### src/rtl/cb_douta_ctrl.sv
// cb_douta_ctrl: CB port-A read sequencer with lane-mapper select aligned to read latency.
// Ports:
//   i_clk, i_sys_rst_n          clock, synchronous active-low reset
//   i_cmd_valid / o_cmd_ready   command handshake (ready only while idle)
//   i_cmd_target, i_cmd_dir     mapper target and direction codes
//   i_cmd_base, i_cmd_len       first read address and number of rows (0 = no-op)
//   i_cmd_l_k_0                 landmark index LSB, held on o_l_k_0 until the next accept
//   i_abort                     cancels an active command (issue or drain)
//   o_cb_ena, o_cb_addra        CB port-A read enable and address
//   o_seq_cnt_out               row index of the current read issue
//   o_cb_douta_sel              {target,dir} delayed by RD_LAT to meet the returning data
//   o_busy, o_done              command in flight, one-cycle completion pulse
module cb_douta_ctrl #(
    parameter int L               = 4,
    parameter int RSA_DW          = 32,
    parameter int SEQ_CNT_DW      = 5,
    parameter int CB_DOUTA_SEL_DW = 5,
    parameter int CB_AW           = 10,
    parameter int RD_LAT          = 2
) (
    input  logic                       i_clk,
    input  logic                       i_sys_rst_n,
    input  logic                       i_cmd_valid,
    output logic                       o_cmd_ready,
    input  logic [2:0]                 i_cmd_target,
    input  logic [1:0]                 i_cmd_dir,
    input  logic [CB_AW-1:0]           i_cmd_base,
    input  logic [SEQ_CNT_DW-1:0]      i_cmd_len,
    input  logic                       i_cmd_l_k_0,
    input  logic                       i_abort,
    output logic                       o_cb_ena,
    output logic [CB_AW-1:0]           o_cb_addra,
    output logic [SEQ_CNT_DW-1:0]      o_seq_cnt_out,
    output logic [CB_DOUTA_SEL_DW-1:0] o_cb_douta_sel,
    output logic                       o_l_k_0,
    output logic                       o_busy,
    output logic                       o_done
);
    if (L < 1 || RSA_DW < 1 || RD_LAT < 1 || RD_LAT > 4) begin : g_bad_param
        $error("cb_douta_ctrl: parameter out of range");
    end

    typedef enum logic [1:0] {S_IDLE, S_ISSUE, S_DRAIN, S_DONE} state_t;

    state_t                     r_state;
    logic [2:0]                 r_target;
    logic [1:0]                 r_dir;
    logic [SEQ_CNT_DW-1:0]      r_len;
    logic [2:0]                 r_drain;
    logic [CB_DOUTA_SEL_DW-1:0] r_sel_pipe [RD_LAT];

    logic [SEQ_CNT_DW-1:0]      w_eff_len;
    logic [CB_DOUTA_SEL_DW-1:0] w_sel_in;
    logic                       w_last;

    // TBa/NEW always walks the fixed five landmark rows
    assign w_eff_len      = (i_cmd_target == 3'b100 && i_cmd_dir == 2'b11) ? SEQ_CNT_DW'(5) : i_cmd_len;
    // only cycles that actually issued a read carry a select down the pipe
    assign w_sel_in       = o_cb_ena ? CB_DOUTA_SEL_DW'({r_target, r_dir}) : '0;
    assign w_last         = o_seq_cnt_out == r_len - SEQ_CNT_DW'(1);
    assign o_cb_douta_sel = r_sel_pipe[RD_LAT-1];
    assign o_cmd_ready    = r_state == S_IDLE;
    assign o_busy         = r_state == S_ISSUE || r_state == S_DRAIN;

    always_ff @(posedge i_clk) begin
        if (!i_sys_rst_n) begin
            r_state       <= S_IDLE;
            r_target      <= '0;
            r_dir         <= '0;
            r_len         <= '0;
            r_drain       <= '0;
            o_cb_ena      <= 1'b0;
            o_cb_addra    <= '0;
            o_seq_cnt_out <= '0;
            o_l_k_0       <= 1'b0;
            o_done        <= 1'b0;
            for (int i = 0; i < RD_LAT; i++) r_sel_pipe[i] <= '0;
        end else begin
            r_sel_pipe[0] <= w_sel_in;
            for (int i = 1; i < RD_LAT; i++) r_sel_pipe[i] <= r_sel_pipe[i-1];
            o_done <= 1'b0;
            case (r_state)
                S_IDLE: begin
                    if (i_cmd_valid) begin
                        r_target <= i_cmd_target;
                        r_dir    <= i_cmd_dir;
                        r_len    <= w_eff_len;
                        o_l_k_0  <= i_cmd_l_k_0;
                        if (w_eff_len == '0) begin
                            r_state <= S_DONE;
                            o_done  <= 1'b1;
                        end else begin
                            r_state       <= S_ISSUE;
                            o_cb_ena      <= 1'b1;
                            o_cb_addra    <= i_cmd_base;
                            o_seq_cnt_out <= '0;
                        end
                    end
                end
                S_ISSUE: begin
                    if (i_abort || w_last) begin
                        r_state       <= i_abort ? S_IDLE : S_DRAIN;
                        r_drain       <= 3'(RD_LAT - 1);
                        o_cb_ena      <= 1'b0;
                        o_cb_addra    <= '0;
                        o_seq_cnt_out <= '0;
                    end else begin
                        o_cb_addra    <= o_cb_addra + CB_AW'(1);
                        o_seq_cnt_out <= o_seq_cnt_out + SEQ_CNT_DW'(1);
                    end
                    if (i_abort) for (int i = 0; i < RD_LAT; i++) r_sel_pipe[i] <= '0;
                end
                S_DRAIN: begin
                    if (i_abort) begin
                        r_state <= S_IDLE;
                        for (int i = 0; i < RD_LAT; i++) r_sel_pipe[i] <= '0;
                    end else if (r_drain == '0) begin
                        r_state <= S_DONE;
                        o_done  <= 1'b1;
                    end else begin
                        r_drain <= r_drain - 3'd1;
                    end
                end
                S_DONE: r_state <= S_IDLE;
            endcase
        end
    end
endmodule

### config.mk
export PLATFORM = sky130hd
export DESIGN_NAME = cb_douta_ctrl
export DESIGN_NICKNAME = d
export VERILOG_FILES = /design/src/rtl/cb_douta_ctrl.sv
export SDC_FILE = /design/constraint.sdc
export NUM_CORES = 1
export LEC_CHECK = 0
export CAP_MARGIN = 30
export CORE_MARGIN = 1
export CORE_UTILIZATION = 45
export DETAILED_ROUTE_END_ITERATION = 10
export PLACE_DENSITY = 0.73
export SYNTH_ARGS = -nofsm -noshare
export SYNTH_HDL_FRONTEND = slang
export SYNTH_SLANG_ARGS = --single-unit
### constraint.sdc
create_clock -name i_clk -period 2.1 [get_ports i_clk]
set_input_delay 0.315 -clock i_clk [delete_from_list [all_inputs] [get_ports i_clk]]
set_output_delay 0.315 -clock i_clk [all_outputs]
set_load 0.01 [all_outputs]
* Word-level counts from Yosys, hierarchy flattened *
Memory sizes are Yosys's and may differ from the RTL's.
Index checks and enable logic that the tools add are counted.

cells by class
  $add $sub $neg = 4
  multipliers = 0
  divide/modulo/power cells = 0
  order comparisons = 0
  equality and inequality tests = 12
  shift operators = 0
  muxes and demuxes = 45
  bitwise logic cells = 6
  reduce and logical (&&, ||, !) cells = 13

operators with widths
  cell                   count
  $mux 5                 11
  $mux 10                3
  $pmux 10 s2            1
  $mux 1                 16
  $mux 2                 6
  $add 10x1->10 const B  1
  $pmux 5 s2             1
  $mux 3                 3
  $ne 2x2->1 const B     4
  $pmux 2 s4             1
  $reduce_and 4->1       2
  $eq 2x2->1 const B     3
  $or 1x1->1             6
  $pmux 3 s2             1
  $reduce_and 3->1       2
  $add 5x1->5 const B    1
  $eq 5x5->1             1
  $logic_not 5->1        1
  $sub 5x1->5 const B    1
  $pmux 1 s2             2
  $reduce_bool 2->1      2
  $eq 3x3->1 const B     1
  $logic_not 3->1        1
  $ne 3x2->1 const B     1
  other kinds (7)        8

storage, ports and cells
  flip-flop bits (word level) = 33
  bits in latches = 0
  RAM bits = 10
  ROM bits = 0
  input port bits = 25
  output and inout port bits = 25
  logic and storage cells = 91
  memories kept = 1

memory list
  name        words  width  read ports  clocked after Yosys merged registers in  write ports  RTL line  text
  r_sel_pipe  2      5      2           0                                        2            50        logic [CB_DOUTA_SEL_DW-1:0] r_sel_pipe [RD_LAT];

* Longest topological paths before layout *
  depth in word-level cells = 7
  gate-level depth with buffers = 10
  gate-level depth less buffers = 7

* Least setup slack after synthesis *
No wires, ideal clock.

  path type = reg-to-reg
  start = register r_state[1]
  end = register o_seq_cnt_out[0]
  arrival time = 2,093 ps
  required time = 2,030 ps
  setup slack = -63 ps
  cell stages (with the launch flop) = 10
  path buffers = 2
  clock period less this slack = 2,163 ps
  path through = dfxtp_1 -> inv_1 -> ha_1 -> and2_1 -> buf_2 -> nor2_1 -> or2_1 -> buf_6 -> or4_2 -> a21oi_1

on the way
  longest elaborated chain between the ends = 3
  elaborated cells on any way between the ends = 7
  classes of those cells = 3 x eq/ne; 1 x mux; 3 x reduce/logical

RTL lines
  element                                                                  RTL line  text
  start, declared                                                          45        state_t r_state;
  start signal, assigned                                                   102       r_state <= i_abort ? S_IDLE : S_DRAIN;
  $logic_not 2->1 (*)                                                      -
  named net o_cmd_ready                                                    24        output logic o_cmd_ready,
  $ne 2x2->1 (no source line) / $reduce_bool 2->1 (equally long branches)  -
  $reduce_and 3->1 (no source line)                                        -
  end signal, assigned                                                     109       o_seq_cnt_out <= o_seq_cnt_out + SEQ_CNT_DW'(1);
  end, declared                                                            33        output logic [SEQ_CNT_DW-1:0] o_seq_cnt_out,

Mark *: on every way through the listed nets, which the timed path passes. The rest lies on a longest branch.
A chain may end at the register's enable or synchronous reset.

* Final worst setup path *
  start = register r_len[0]
  end = register o_seq_cnt_out[0]

on the way
  longest elaborated chain between the ends = 5

RTL lines
  element                 RTL line  text
  start, declared         48        logic [SEQ_CNT_DW-1:0] r_len;
  start signal, assigned  87        r_len <= w_eff_len;
  $sub 5x1->5             60        assign w_last = o_seq_cnt_out == r_len - SEQ_CNT_DW'(1);
  $eq 5x5->1              60
  $logic_or 1x1->1        101       if (i_abort || w_last) begin
  $mux 5                  101
  $pmux 5 s2              82        case (r_state)

No other way between the ends.

==> summary.md <==
| Metric | Value |
|---|---|
| Status | `complete, but fails checks` |
| Violated checks | `negative setup slack` |
| Worst Path Required | `2.34 ns` |
| WL/cell | `14.69 um` |
| Syn_area_per_cell | `8.524 um2` |
| Fmax | `473.9 MHz` |
| Post-synthesis compound-gate area fraction | `20.73%` |
| RSZ-0062 raised after global routing | `yes` |
| Seq/Total Area, Yosys | `37.82%` |
| Period minus WS final | `2.110 ns` |
| Syn_nets | `300` |
| Overall power | `3.363 mW` |
| Most frequent cells in the layout | `clkdlybuf4s50_1 (49), dfxtp_1 (43), buf_4 (40)` |
| Final WL | `6082 um` |
| Peak supply drop | `0.6740 mV` |
| GP Congestion | `0.8132` |
| H-tree depth | `2` |
| Starting density of the core | `47.56%` |
| Simple-Gate Fraction of Synth Area | `26.28%` |
| Post-synth ARST share | `0%` |
| Crit-path leading delay family | `simple AND/OR/NAND/NOR gates` |
| Synth unique cells | `50` |
| Hold Crit Start | `o_l_k_0` |
| Hold Path Sink | `o_l_k_0` |
| Later-pin clock latency in the skew report | `0.30 ns` |
| Yosys reg bits | `43` |
| Cts bufs inserted | `5` |
| DRT Pass-1 Iters | `4` |
| Prevailing post-synth register cell | `dfxtp_1` |
| Vias | `2277` |
| Fraction of the mapped netlist area in adder cells | `4.398%` |
| PD cells | `1047 nW/um2` |
| CP Buf/Inv Count | `1` |
| Xor and xnor area share after synthesis | `2.309%` |
| Nets | `379` |
| Fin. max-slew vios | `0` |
| Remaining DRCs | `0` |
| # port buffers | `49` |
| Worst-path maximum fanout | `4` |
| Final hold violations | `0` |
| GRT Util Overall | `23.71%` |
| Max Cap Viol | `0` |
| CP max-delay cell | `or4_2` |
| Commonest non-fill, non-tap cell in the layout | `clkdlybuf4s50_1` |
| Post-Place Cell Area | `3028 um2` |
| Setup crit start kind | `register` |
| Post-route cell area | `3212 um2` |
| Reg2reg end | `o_seq_cnt_out[0]` |
| TritonCTS clock tree | `done` |
| Initial antenna violation count | `0` |
| Fin worst setup slack | `-0.01034 ns` |
| Clock tree buffer depth | `2` |
| Routed vias/inst | `5.500` |
| Cells on worst reg2reg path | `7` |
| R2r startpoint | `r_len[0]` |
| Layout area overhead | `41.12%` |
| Crit path kind | `reg -> reg` |
| Largest net degree at the start of global routing | `23` |
| Period utilization | `100.5%` |
| Syn Inst Count | `267` |
| Post-DP HPWL | `4285 um` |
| Post-synthesis mux area share | `0.8796%` |
| Synth area leaders | `dfxtp_1 (38%), a21oi_1 (5.1%), nand4_1 (4.7%)` |
| CP max stage delay | `0.64 ns` |
| Hold Crit Depth | `2` |
| Total global routing overflow | `0` |
| Vias in the first global route | `2120` |
| Largest family of logic cells by synthesized area | `simple AND/OR/NAND/NOR gates` |
| Synth area leader | `dfxtp_1` |
| Critical path cell sequence | `inv_1, ha_1, xnor2_1, a22oi_2, o2111a_1, or4_2, a21oi_1` |
| Slew HR | `65.48%` |
| R2r setup slk | `-0.01 ns` |
| Die Width | `73.12 um` |
| Full die area | `5346 um2` |
| Die H | `73.12 um` |
| Clock root buffer | `clkbuf_8` |
| Endpoints failing setup | `1` |
| Leakage power | `1.226 nW` |
| Initial DRC count | `180` |
| Number of synthesized flops with an enable pin | `0` |
| Routed Antenna Nets | `0` |
| Clock-pin slew on the worst setup and hold paths | `0.09 ns` |
| Crit path arrival time | `2.35 ns` |
| Synth warn | `0` |
| Total core area | `4786 um2` |
| First-pass GRT wire length | `9804 um` |
| CP endpoint kind | `register` |
| Clock sink total | `43` |
| Cell area after synthesis | `2276 um2` |
| Layout cells sized above 1 | `20.75%` |
| FILL cells | `414` |
| Diodes inserted | `0` |
| Skew final | `0.008535 ns` |
| Hold WC Path Type | `reg -> reg` |
| Share of the synthesized area in the top cell type | `37.82%` |
| Worst Setup SP | `r_len[0]` |
| IO Pins | `50` |
| Std-Cell Rows | `25` |
| Worst-margin pin slew | `0.5165 ns` |
## layout make-up
type | count | area [um2] | area share [%]
clock inverter | 3 | 23.77 | 0.7402
clock buffer | 5 | 68.82 | 2.143
timing repair buffer | 92 | 818.3 | 25.48
inverter | 14 | 52.55 | 1.636
tap | 67 | 83.83 | 2.610
multi-input combinational | 190 | 1304 | 40.59
sequential | 43 | 860.8 | 26.80
## worst max-delay path by stage
stage / slack [ns] / to / cells past startpoint
finish: -0.01 / o_seq_cnt_out[0] / 7
global route: -0.08 / o_seq_cnt_out[0] / 7
CTS: 0.03 / o_seq_cnt_out[0] / 7
detailed placement: -0.38 / o_cb_addra[4] / 7
global placement: -0.30 / o_cb_addra[4] / 7
floorplan: 0.02 / o_seq_cnt_out[0] / 8
## cell usage after synthesis (all sizes together), types with 3 or more instances
cell,number
nand3,7
nor3,5
ha,8
and2,4
nor2,19
nor4b,9
a21oi,23
nor2b,3
nand2,28
a211oi,4
clkbuf,9
a31oi,8
nand4,17
dfxtp,43
buf,11
inv,14
a22oi,4
and3,11
xnor2,4
## routing by layer
metal	up-vias	global-route usage, %	wire length (um)
met5	-	0	0
met4	0	5.882	121
met3	10	4.696	373
met2	79	40.12	2984
met1	1050	30.85	2602
li1	1138	-	-
## worst min-delay path, cell delays in order (launching register included)
cell     delay [ns]
dfxtp_1        0.31
nand2_1        0.05
a21oi_1        0.05
## report_power, final
group | internal (mW) | leakage, nW | switching (mW)
sequential | 0.963 | 0.351 | 0.146
clock | 0.238 | 0.0408 | 0.303
combinational | 0.831 | 0.835 | 0.882
## cell families after synthesis
kind of cell	after synthesis
adders and majority gates	8
and+or+nand+nor	111
AOI/OAI and AO/OA	63
muxes	2
buffers and inverters	34
xor gates and xnor gates	6
DFF	43
## state kept, by name, summed over array words and instances (netlist names)
| signal | cells |
|---|---|
| r_target | 3 |
| o_cb_addra | 10 |
| o_cb_ena | 1 |
| r_state | 2 |
| o_l_k_0 | 1 |
| o_seq_cnt_out | 5 |
| r_dir | 2 |
| o_done | 1 |
| r_drain | 3 |
| r_len | 5 |
| r_sel_pipe | 10 |
## timing repair
| action | 4_1_cts | 5_1_grt |
|---|---|---|
| buffers inserted | 0 | 4 |
| hold endpoints to repair | 0 | 0 |
| pin swaps | 0 | 5 |
| endpoints found under the setup margin | 13 | 15 |
| gates cloned | 0 | 1 |
| gates resized for setup | 4 | 10 |
| hold buffers | 0 | 0 |
## through the flow
step	setup TNS, ns	hold WS (ns)	utilization, %	cells	setup WS [ns]
finish	-0.01034	0.4574	67.11	414	-0.01034
floorplan	0	0.4319	-	267	0.01864
detailed placement	-5.460	0.4463	63.27	401	-0.3831
global route	-0.09089	0.4823	67.11	414	-0.07913
global placement	-4.623	0.4400	63.27	401	-0.2996
CTS	0	0.4620	65.49	409	0.03192
(Power assumes the default switching activity.)
